## src/rtl/rca_seq_ctrl_if.sv

```systemverilog
// Start/busy/done handshake bundle between a requesting datapath and rca_seq_ctrl.
// The sub signal exists only when RCA_SEQ_SUB_EN is defined.
interface rca_seq_ctrl_if #(
  parameter int WIDTH = 16
);
  logic             start;
  logic [WIDTH-1:0] a;
  logic [WIDTH-1:0] b;
  logic             cin;
`ifdef RCA_SEQ_SUB_EN
  logic             sub;
`endif
  logic             busy;
  logic             done;
  logic [WIDTH:0]   sum;

  modport master (
`ifdef RCA_SEQ_SUB_EN
    output sub,
`endif
    output start, a, b, cin,
    input  busy, done, sum
  );

  modport slave (
`ifdef RCA_SEQ_SUB_EN
    input  sub,
`endif
    input  start, a, b, cin,
    output busy, done, sum
  );
endinterface

```

## src/rtl/rca_seq_ctrl.sv

```systemverilog
// Nibble-serial WIDTH-bit adder built around one shared 4-bit ripple-carry adder.
// Optional subtract mode is enabled with the RCA_SEQ_SUB_EN macro.
//
// state | meaning
// ------+-----------------------------------------------------------
// IDLE  | waiting for start; sum holds the last result
// RUN   | one nibble per clock through the RCA, carry kept in a register
// DONE  | one-cycle done pulse, full result valid in sum
module rca_seq_ctrl #(
  parameter int WIDTH = 16
) (
  input  logic                clk,
  input  logic                reset,
  rca_seq_ctrl_if.slave       bus
);

  localparam int NIB  = WIDTH / 4;
  localparam int IDXW = (NIB > 1) ? $clog2(NIB) : 1;

  if ((WIDTH < 4) || ((WIDTH % 4) != 0)) begin : g_bad_width
    $error("rca_seq_ctrl: WIDTH must be a multiple of 4 and at least 4");
  end

  typedef enum logic [1:0] {
    S_IDLE = 2'd0,
    S_RUN  = 2'd1,
    S_DONE = 2'd2
  } state_t;

  state_t                state;
  logic [IDXW-1:0]       idx;
  logic                  carry;
  logic [NIB-1:0][3:0]   a_reg;
  logic [NIB-1:0][3:0]   b_reg;
  logic [NIB-1:0][3:0]   sum_nib;
  logic                  sum_msb;
  logic                  busy_q;
  logic                  done_q;
  logic                  sub_req;

`ifdef RCA_SEQ_SUB_EN
  assign sub_req = bus.sub;
`else
  assign sub_req = 1'b0;
`endif

  // The single shared 4-bit ripple-carry adder.
  logic [3:0] rca_a;
  logic [3:0] rca_b;
  logic [3:0] rca_s;
  logic [4:0] rca_c;

  assign rca_a    = a_reg[idx];
  assign rca_b    = b_reg[idx];
  assign rca_c[0] = carry;

  for (genvar i = 0; i < 4; i++) begin : g_rca
    assign rca_s[i]   = rca_a[i] ^ rca_b[i] ^ rca_c[i];
    assign rca_c[i+1] = (rca_a[i] & rca_b[i]) | (rca_c[i] & (rca_a[i] ^ rca_b[i]));
  end

  always_ff @(posedge clk) begin
    if (reset) begin
      state   <= S_IDLE;
      idx     <= '0;
      carry   <= 1'b0;
      a_reg   <= '0;
      b_reg   <= '0;
      sum_nib <= '0;
      sum_msb <= 1'b0;
      busy_q  <= 1'b0;
      done_q  <= 1'b0;
    end else begin
      case (state)
        S_IDLE: begin
          if (bus.start) begin
            a_reg   <= bus.a;
            // Subtract is a + ~b + 1, so the inversion and forced carry happen at capture.
            b_reg   <= sub_req ? ~bus.b : bus.b;
            carry   <= sub_req ? 1'b1 : bus.cin;
            idx     <= '0;
            sum_nib <= '0;
            sum_msb <= 1'b0;
            busy_q  <= 1'b1;
            state   <= S_RUN;
          end
        end
        S_RUN: begin
          sum_nib[idx] <= rca_s;
          carry        <= rca_c[4];
          if (idx == IDXW'(NIB - 1)) begin
            sum_msb <= rca_c[4];
            idx     <= '0;
            done_q  <= 1'b1;
            state   <= S_DONE;
          end else begin
            idx <= idx + 1'b1;
          end
        end
        S_DONE: begin
          busy_q <= 1'b0;
          done_q <= 1'b0;
          state  <= S_IDLE;
        end
        default: begin
          busy_q <= 1'b0;
          done_q <= 1'b0;
          state  <= S_IDLE;
        end
      endcase
    end
  end

  assign bus.busy = busy_q;
  assign bus.done = done_q;
  assign bus.sum  = {sum_msb, sum_nib};

endmodule

```

## src/flat_wrapper.sv

```systemverilog
// flat-port wrapper written by rule: the top's interface ports become plain ports
module rca_seq_ctrl_flat 
#(
  parameter int WIDTH = 16
)
  (clk, reset, bus_start, bus_a, bus_b, bus_cin, bus_busy, bus_done, bus_sum);
  rca_seq_ctrl_if #(.WIDTH(WIDTH)) bus_i ();
  input  logic clk;
  input  logic reset;
  input wire logic [$bits(bus_i.start)-1:0] bus_start;
  input wire logic [$bits(bus_i.a)-1:0] bus_a;
  input wire logic [$bits(bus_i.b)-1:0] bus_b;
  input wire logic [$bits(bus_i.cin)-1:0] bus_cin;
  output wire logic [$bits(bus_i.busy)-1:0] bus_busy;
  output wire logic [$bits(bus_i.done)-1:0] bus_done;
  output wire logic [$bits(bus_i.sum)-1:0] bus_sum;
  assign bus_i.start = bus_start;
  assign bus_i.a = bus_a;
  assign bus_i.b = bus_b;
  assign bus_i.cin = bus_cin;
  assign bus_busy = bus_i.busy;
  assign bus_done = bus_i.done;
  assign bus_sum = bus_i.sum;
  rca_seq_ctrl #(.WIDTH(WIDTH)) u_core (.clk(clk), .reset(reset), .bus(bus_i));
endmodule
```

## config.mk

```make
export PLATFORM = sky130hd
export DESIGN_NAME = rca_seq_ctrl_flat
export DESIGN_NICKNAME = d
export VERILOG_FILES = /design/src/rtl/rca_seq_ctrl_if.sv /design/src/rtl/rca_seq_ctrl.sv /design/src/flat_wrapper.sv
export SDC_FILE = /design/constraint.sdc
export NUM_CORES = 1
export LEC_CHECK = 0
export CAP_MARGIN = 10
export CELL_PAD_IN_SITES_DETAIL_PLACEMENT = 1
export CELL_PAD_IN_SITES_GLOBAL_PLACEMENT = 1
export CORE_ASPECT_RATIO = 1.4
export CORE_MARGIN = 2
export CORE_UTILIZATION = 37
export DETAILED_ROUTE_END_ITERATION = 7
export PLACE_DENSITY_LB_ADDON = 0.1
export SETUP_SLACK_MARGIN = 0.05
export SLEW_MARGIN = 15
export SYNTH_ARGS = -nofsm -noshare
export SYNTH_HDL_FRONTEND = slang
export SYNTH_SLANG_ARGS = --single-unit
```

## constraint.sdc

```tcl
create_clock -name clk -period 3.9 [get_ports clk]
set_input_delay 0.39 -clock clk [delete_from_list [all_inputs] [get_ports clk]]
set_output_delay 0.39 -clock clk [all_outputs]
set_load 0.05 [all_outputs]
```

# Yosys cells after proc, flatten, opt, wreduce, memory -nomap -nowiden
# Cells that the tools add are included.
[totals]
regBits = 56
[classes]
add_sub_neg = 1
order_cmp = 2
n_eq_ne = 4
n_mux = 24
bitwise = 22
n_reduce_logical = 9
[ops]
columns = ["cell", "count"]
rows = [
  ["16-bit one-hot mux with 2 select lines", 1],
  ["4-bit binary-select mux with 2-bit select", 2],
  ["16-bit bitwise mux", 1],
  ["16-bit two-way mux", 1],
  ["4-bit two-way mux", 3],
  ["2-bit AND reduction", 5],
  ["1-bit AND", 8],
  ["4-bit demux with 2-bit select", 1],
  ["2-bit two-way mux", 4],
  ["1-bit one-hot mux with 2 select lines", 4],
  ["2-bit one-hot mux with 2 select lines", 2],
  ["1-bit bitwise XOR", 8],
  ["1-bit two-way mux", 5],
  ["1-bit bitwise OR", 4],
  ["2-bit by 3-bit less-than comparator with 1-bit output, second input constant", 1],
  ["3-bit AND reduction", 1],
  ["2-bit by 1-bit adder with 2-bit output, second input constant", 1],
  ["2-bit by 1-bit equality test with 1-bit output, second input constant", 1],
  ["2-bit equality test, second input constant", 1],
  ["2-bit by 1-bit >= comparator with 1-bit output, second input constant", 1],
  ["2-bit zero test", 1],
  ["2-bit by 1-bit != test with 1-bit output, second input constant", 1],
  ["2-bit != test, second input constant", 1],
  ["1-bit NOT", 2],
  ["2 further kinds", 2],
]

# Longest topological paths before layout
# Gate-level depths: netlist of run 1.
[logic_depth]
depth_word = 13
depth_mapped = 12
mapped_depth_nobuf = 11

# Worst setup path before layout of run 1
# OpenSTA, ideal clock, no wires.
[synth_path]
kind = "reg-to-reg"
from = "register u_core.idx[0]"
to = "register u_core.sum_nib, in the netlist u_core.bus.sum[15]"
setup_time_ns = 0.117
arrival_ns = 2.658
required_time_ns = 3.783
setup_slack_ns = 1.125
path_stages_with_launch = 12
period_less_slack_ns = 2.775
cell_sequence = "dfxtp_1 buf_2 mux4_2 inv_1 fa_1 inv_1 fa_1 inv_1 fa_1 inv_1 fa_1 a22o_1"
[synth_between]
elab_chain_len = 12
elab_cells_between_ends = 25
cone_classes = "2 x order compare; 8 x mux; 14 x bitwise; 1 x reduce/logical"
[synth_rtl]
columns = ["item", "line_no", "source"]
rows = [
  ["start: declaration", "rca_seq_ctrl.sv:31", "logic [IDXW-1:0] idx;"],
  ["start signal: assignment", "rca_seq_ctrl.sv:97", "idx <= idx + 1'b1;"],
  ["4-bit binary-select mux with 2-bit select, on equally long branches", "rca_seq_ctrl.sv:53, rca_seq_ctrl.sv:54", ""],
  ["4-bit two-way mux, on equally long branches", "rca_seq_ctrl.sv:53, rca_seq_ctrl.sv:54", ""],
  ["1-bit bitwise XOR", "rca_seq_ctrl.sv:59", "assign rca_c[i+1] = (rca_a[i] & rca_b[i]) | (rca_c[i] & (rca_a[i] ^ rca_b[i]));"],
  ["1-bit AND", "rca_seq_ctrl.sv:59", ""],
  ["1-bit bitwise OR", "rca_seq_ctrl.sv:59", ""],
  ["1-bit AND", "rca_seq_ctrl.sv:59", ""],
  ["1-bit bitwise OR", "rca_seq_ctrl.sv:59", ""],
  ["1-bit AND", "rca_seq_ctrl.sv:59", ""],
  ["1-bit bitwise OR", "rca_seq_ctrl.sv:59", ""],
  ["1-bit bitwise XOR", "rca_seq_ctrl.sv:58", "assign rca_s[i] = rca_a[i] ^ rca_b[i] ^ rca_c[i];"],
  ["16-bit bitwise mux *", "rca_seq_ctrl.sv:89", "sum_nib[idx] <= rca_s;"],
  ["16-bit one-hot mux with 2 select lines *", "rca_seq_ctrl.sv:74", "case (state)"],
  ["end signal: indexed assignment", "rca_seq_ctrl.sv:89", ""],
  ["end: declaration", "rca_seq_ctrl.sv:35", "logic [NIB-1:0][3:0] sum_nib;"],
]
# Mark *: on every way between the ends. The rest lies on a longest branch, timed or not. The select of a mux whose other input is x is not followed.
# A chain may end at the register's enable or synchronous reset.

# Worst setup path after layout of run 1
[layout_path]
from = "register u_core.idx[0]"
to = "register u_core.sum_nib, in the netlist u_core.bus.sum[7]"
# The elaborated chain is that of the path after synthesis.

==> results of run 1 <==
-- cell type report --
| cell class | instances | area (um2) | area share |
|---|---|---|---|
| Tap cell | 72 | 90.1 | 0.0296 |
| Clock inverter | 3 | 42.5 | 0.0140 |
| Multi-Input combinational cell | 165 | 1080 | 0.354 |
| Sequential cell | 56 | 1120 | 0.368 |
| Inverter | 25 | 93.8 | 0.0308 |
| Timing Repair Buffer | 56 | 551 | 0.181 |
| Clock buffer | 5 | 68.8 | 0.0226 |
-- power groups by stage --
stage	Sequential (W)	Combinational, W	Clock, W
2_1_floorplan	0.000636	0.000110	0
4_1_cts	0.000621	0.000181	0.000389
3_5_place_dp	0.000634	0.000181	0
3_3_place_gp	0.000634	0.000177	0
5_1_grt	0.000625	0.000199	0.000412
6_report	0.000620	0.000177	0.000381
-- worst max-delay path: stages, from the launching register on --
cell and delay, ns:
dfxtp_1 0.75, mux4_2 0.58, inv_1 0.09, fa_1 0.16, inv_1 0.05, fa_1 0.36
inv_1 0.08, fa_1 0.15, inv_1 0.05, fa_1 0.46, nand2b_1 0.14, o32ai_1 0.10
-- per-layer routing --
layer,part of all wire,vias to the layer above,track usage
met4,0.030,0,0.0740
met3,0.032,10,0.0314
li1,-,973,-
met5,0,-,0
met2,0.52,40,0.292
met1,0.42,909,0.192
-- cell usage in the layout, fill, tap and decap left out, types with 2 or more instances in the layout --
cell	n
dfxtp_1	56
a21oi_1	36
nand3_1	3
buf_4	2
clkdlybuf4s50_1	53
nor2_1	2
clkbuf_8	5
fa_1	4
or2_2	3
mux4_2	8
nand2_1	71
nand3b_1	4
o32ai_1	12
o2bb2ai_1	2
inv_1	25
a22o_1	2
nand2b_1	4
ha_1	4
-- logic make-up after synthesis --
kind of cell / after synthesis
AOI/OAI and AO/OA: 56
adders and majority gates: 8
buffers and inverters: 43
DFF: 56
muxes: 8
and+or+nand+nor: 93
-- worst max-delay path by stage --
stage,from,end,slack (ns),cells past startpoint
2_1_floorplan,u_core.idx[0],u_core.bus.sum[15],1.13,11
3_3_place_gp,u_core.idx[0],u_core.bus.sum[3],0.79,11
3_5_place_dp,u_core.idx[0],u_core.bus.sum[3],0.75,11
4_1_cts,u_core.idx[0],u_core.bus.sum[7],0.74,11
5_1_grt,u_core.idx[0],u_core.bus.sum[3],0.56,11
6_report,u_core.idx[0],u_core.bus.sum[7],0.79,11
-- metrics by stage --
stage          area (um2)   util
5_1_grt              3040  0.487
3_5_place_dp         2930  0.469
2_1_floorplan        2400      -
6_report             3040  0.487
3_3_place_gp         2930  0.469
4_1_cts              3040  0.487
==> out/metrics.csv, run 1 <==
metric;value;unit
worst vdd ir;0.000165;V
Compound-Gate Fraction of Synth Area;0.146;
flops & latches, synth;56;
clk sinks;56;
sw power;0.000306;W
worst hold start;u_core.bus.done;
CTS clk-pin slew, worst paths;0.10;ns
Initial Util;0.384;
non-filler cells, final;382;
arrival time worst endpoint;3.29;ns
Critical Path RT;4.08;ns
Core Area;0.00625;mm2
drt first-iter violations;75;
R2R Path Start;u_core.idx[0];
setup TNS;0;ns
Total Die Area;0.00717;mm2
Final Hold Vio Count;0;
Synth Cell Area;0.00240;mm2
switching share of power;0.259;
clock share of power;0.323;
Cells after Synth;264;
chip height;99.4;um
setup bufs post-CTS;0;
I/O Buffers;54;
Comb power frac;0.151;
hold path cells;2;
Post-synth EDFFs;0;
Nets;353;
Relative slew margins;0.327;
Slew Limit Fails;0;
GR Util All Layers;0.166;
hold buffers post-CTS;0;
CTS tree;built;
Flop pwr share;0.526;
fraction of synthesized cell area in xor and xnor cells;0;
post-route minimum period;3.11;ns
final setup margin;0.789;ns
maximum clock insertion buffer count;2;
CTS root buffer;clkbuf_8;
Yosys top cell area share;0.466;
Clock Skew;0.00527;ns
hpwl dp;4.08;mm
Post-Syn Nets;308;
Synth-to-Final Area Change;26.6;%
Antenna Violating Nets Remaining;0;
sequential element share of the synthesized area;0.466;
Cell Rows;34;
WL final;5.51;mm
CTS buffer count;5;
Clock Latency Late Sink;0.32;ns
final period utilization;0.798;
worst hold path endpoint;u_core.bus.done;
largest fanout on the critical path;13;
initial antenna violation count;0;
GRT overflow;0;
Synth Area in Adders;0.0541;
largest family of logic cells by synthesized area;simple AND/OR/NAND/NOR gates;
Setup crit start kind;flop;
Worst setup EP type;flop;
DR vias/cell;5.06;
I/O Pins;55;
status;complete, no violations;
Residual DRC;0;
DP Cell Count;374;
most frequent cells after synthesis;nand2_1 (71), dfxtp_1 (56), a21oi_1 (36);
Final Setup Violations;0;
Antenna Cells;0;
total of max-cap violations;0;
top cells by area, synth;dfxtp_1 (47%), nand2_1 (11%), a21oi_1 (7.5%);
mux cell area share after synthesis;0.0750;
CTS H-tree depth;2;
top-count cell post-synth;nand2_1;
RSZ-0062 raised after global routing;false;
Power Total;0.00118;W
worst hold slack;0.448;ns
Worst-Margin Slew;1.01;ns
share of cells above drive strength 1;0.0742;
first-pass GRT wire length;9.23;mm
Static Leak;1.10;nW
routability-driven placement congestion ratio;0.801;
first-pass iteration count of the detailed router;4;
R2R cell count;11;
Yosys top cell by area;dfxtp_1;
critical setup path kind;reg2reg;
asr flop ratio synth;0;
vias in the first global route;1918;
synth unique cells;29;
fmax;321;MHz
internal cell power;0.000873;W
Cell Pwr Density;387;mW/mm2
largest net degree at the start of global routing;58;
WL/cell;14.4;um
Simple-Gate Fraction of Synth Area;0.173;
Syn Area/Cell;9.10;um2
Reg2Reg Setup Slack;0.79;ns
Critical R2R Capture;u_core.bus.sum[7];
fillers;742;
post-CTS resize count;0;
Die X;72.1;um
class of the worst hold path;reg2reg;
Ys Warns;0;
worst slack, placed;0.750;ns
Vias;1932;
Top FF cell, synth;dfxtp_1;
Note: power is estimated with default switching activity, not from simulation.
==> run 2, diff against run 1 <==
- clock period: 3.9 -> 3.2 ns (I/O delays scaled with it)
==> run 2 against run 1 <==
Against the previous run:
- flip-flop and latch count did not move
- worst hold slack improved by 0.0059 ns
- combinational power rose by 26%
- die area did not move
- sequential share of layout area barely moved
- register-to-register slack got worse by 0.43 ns
- sequential power rose by 21%
- largest cell class unchanged
- critical endpoint is now u_core.bus.sum[11]
- count of clock-buffer cells in the layout did not move
- first-iteration DRC count fell by 43%
- critical path depth fell by 2
- final cell count rose by 0.79%
- critical path type unchanged
- global-route usage rose by 0.81 points
==> out/metrics.csv, run 2 (synthesis results as in run 1) <==
metric;value;unit;change
Clock Latency Late Sink;0.31;ns;was 0.32 ns
largest fanout on the critical path;9;;was 13
delay-heaviest family, CP;adder cells;;unchanged
R2R Path Start;u_core.idx[0];;unchanged
Critical R2R Capture;u_core.bus.sum[11];;was u_core.bus.sum[7]
Slew Limit Fails;0;;unchanged
final period utilization;0.888;;was 0.798
Vias;1963;;was 1932
commonest non-fill, non-tap cell in the layout;nand2_1;;unchanged
hold buffers post-CTS;0;;unchanged
GR Util All Layers;0.174;;was 0.166
Reg2Reg Setup Slack;0.36;ns;was 0.79 ns
Static Leak;1.10;nW;about the same
sw power;0.000381;W;was 0.000306 W
Nets;356;;was 353
Comb power frac;0.163;;was 0.151
first-pass GRT wire length;9.72;mm;was 9.23 mm
Cell Pwr Density;450;mW/mm2;was 387 mW/mm2
WL final;5.79;mm;was 5.51 mm
CTS root buffer;clkbuf_8;;unchanged
Clock Skew;0.00656;ns;was 0.00527 ns
Final Setup Violations;0;;unchanged
Cell Rows;34;;unchanged
initial antenna violation count;0;;unchanged
share of cells above drive strength 1;0.0831;;was 0.0742
worst hold path endpoint;u_core.bus.done;;unchanged
total of max-cap violations;0;;unchanged
Core Area;0.00625;mm2;unchanged
CTS H-tree depth;2;;unchanged
Final Hold Vio Count;0;;unchanged
GRT overflow;0;;unchanged
worst vdd ir;0.000227;V;was 0.000165 V
post-CTS resize count;0;;unchanged
Worst Path Buf+Inv;3;;was 4
sequential standard cell area;0.00112;mm2;unchanged
fmax;352;MHz;was 321 MHz
critical setup path kind;reg2reg;;unchanged
Setup crit start kind;flop;;unchanged
setup bufs post-CTS;0;;unchanged
class of the worst hold path;reg2reg;;unchanged
crit path cell chain;buf_4, mux4_2, fa_1, inv_1, fa_1, inv_1, fa_1, nand2b_1, o32ai_1;;was mux4_2, inv_1, fa_1, inv_1, fa_1, inv_1, fa_1, inv_1, fa_1, nand2b_1, o32ai_1
CTS tree;built;;unchanged
DR vias/cell;5.10;;was 5.06
internal cell power;0.000990;W;was 0.000873 W
status;complete, no violations;;unchanged
Antenna Cells;0;;unchanged
Residual DRC;0;;unchanged
Die X;72.1;um;unchanged
vias in the first global route;2034;;was 1918
Worst-Margin Slew;0.615;ns;was 1.01 ns
CTS clk-pin slew, worst paths;0.11;ns;was 0.10 ns
CP dominant cell by count;fa_1;;
routability-driven placement congestion ratio;0.819;;was 0.801
largest net degree at the start of global routing;36;;was 58
setup TNS;0;ns;unchanged
Worst setup EP type;flop;;unchanged
hpwl dp;4.42;mm;was 4.08 mm
Max stage delay on crit path;0.55;ns;was 0.75 ns
I/O Pins;55;;unchanged
drt first-iter violations;43;;was 75
WL/cell;15.0;um;was 14.4 um
Multi-input gate area;0.00108;mm2;unchanged
Post-Route Utilization;0.487;;about the same
arrival time worst endpoint;3.06;ns;was 3.29 ns
Critical Path RT;3.42;ns;was 4.08 ns
worst hold start;u_core.bus.done;;unchanged
worst hold slack;0.454;ns;was 0.448 ns
R2R cell count;9;;was 11
Initial Util;0.384;;unchanged
Relative slew margins;0.589;;was 0.327
clock share of power;0.288;;was 0.323
switching share of power;0.278;;was 0.259
Slowest-stage cell, CP;mux4_2;;was dfxtp_1
I/O Buffers;54;;unchanged
most frequent cells in the layout;nand2_1 (71), dfxtp_1 (56), clkdlybuf4s50_1 (53);;unchanged
Flop pwr share;0.549;;was 0.526
Total Die Area;0.00717;mm2;unchanged
post-route minimum period;2.84;ns;was 3.11 ns
CTS buffer count;5;;unchanged
first-pass iteration count of the detailed router;4;;unchanged
chip height;99.4;um;unchanged
hold path cells;2;;unchanged
Antenna Violating Nets Remaining;0;;unchanged
clk sinks;56;;unchanged
fillers;728;;was 742
maximum clock insertion buffer count;2;;unchanged
Synth-to-Final Area Change;26.8;%;was 26.6%
RSZ-0062 raised after global routing;false;;unchanged
run 2: cell count changes in the layout (fill, tap and decap cells not counted), sizes merged:
cell,delta
bufinv,-1
buf,+3
clkinvlp,+1
run 2: how the worst max path moves through the flow:
stage / cells after the start / startpoint / end
global placement: 9 / u_core.idx[0] / u_core.bus.sum[7]
CTS: 9 / u_core.idx[0] / u_core.bus.sum[11]
global route: 9 / u_core.idx[0] / u_core.bus.sum[11]
finish: 9 / u_core.idx[0] / u_core.bus.sum[11]
floorplan: 11 / u_core.idx[0] / u_core.bus.sum[15]
detailed placement: 9 / u_core.idx[0] / u_core.bus.sum[3]
run 2: worst reg2reg max path: cells and delay by family, from the launching register on:
family	cells	cell delay [ns]
flip-flops	1	0.50
multiplexers	1	0.56
AO/OA/AOI/OAI	1	0.13
adder cells (fa/ha/maj)	3	1.10
buffers and inverters	3	0.37
AND/OR/NAND/NOR	1	0.10
run 2: through the flow:
stage | cells | setup slack, ns | area (um2) | total power [W]
after floorplan | 264 | 0.425 | 2400 | 0.000909
after global placement | 377 | 0.411 | 2950 | 0.000992
after detailed placement | 377 | 0.343 | 2950 | 0.000998
after CTS | 385 | 0.328 | 3050 | 0.00139
after global routing | 385 | 0.178 | 3050 | 0.00144
final | 385 | 0.360 | 3050 | 0.00137
run 2: routing by layer:
layer  track usage  up-vias  wire [um]  share of wire
li1              -      975          -              -
met2         0.322       40       3150           0.54
met4        0.0610        0        135          0.023
met1         0.196      940       2300           0.40
met5             0        -          0              0
met3        0.0304        8        193          0.033
run 2: area by class of cell:
class                   count  share of cell area
clock inverters             3             0.00780
inverters                  25              0.0308
clock buffers               5              0.0226
flip-flops and latches     56               0.368
multi-input cells         165               0.353
repair buffers             59               0.188
well taps                  72              0.0296
run 2: power groups by stage:
| stage | sequential [W] | clock [W] | combinational (W) |
|---|---|---|---|
| floorplan | 0.000775 | 0 | 0.000134 |
| global placement | 0.000768 | 0 | 0.000224 |
| detailed placement | 0.000769 | 0 | 0.000228 |
| CTS | 0.000753 | 0.000409 | 0.000229 |
| global route | 0.000757 | 0.000430 | 0.000249 |
| finish | 0.000752 | 0.000395 | 0.000223 |
==> run 3, diff against run 2 <==
- CAP_MARGIN: 10 -> 20
==> results of run 3 <==
Final layout, timing and power as in run 2 (identical DEF).
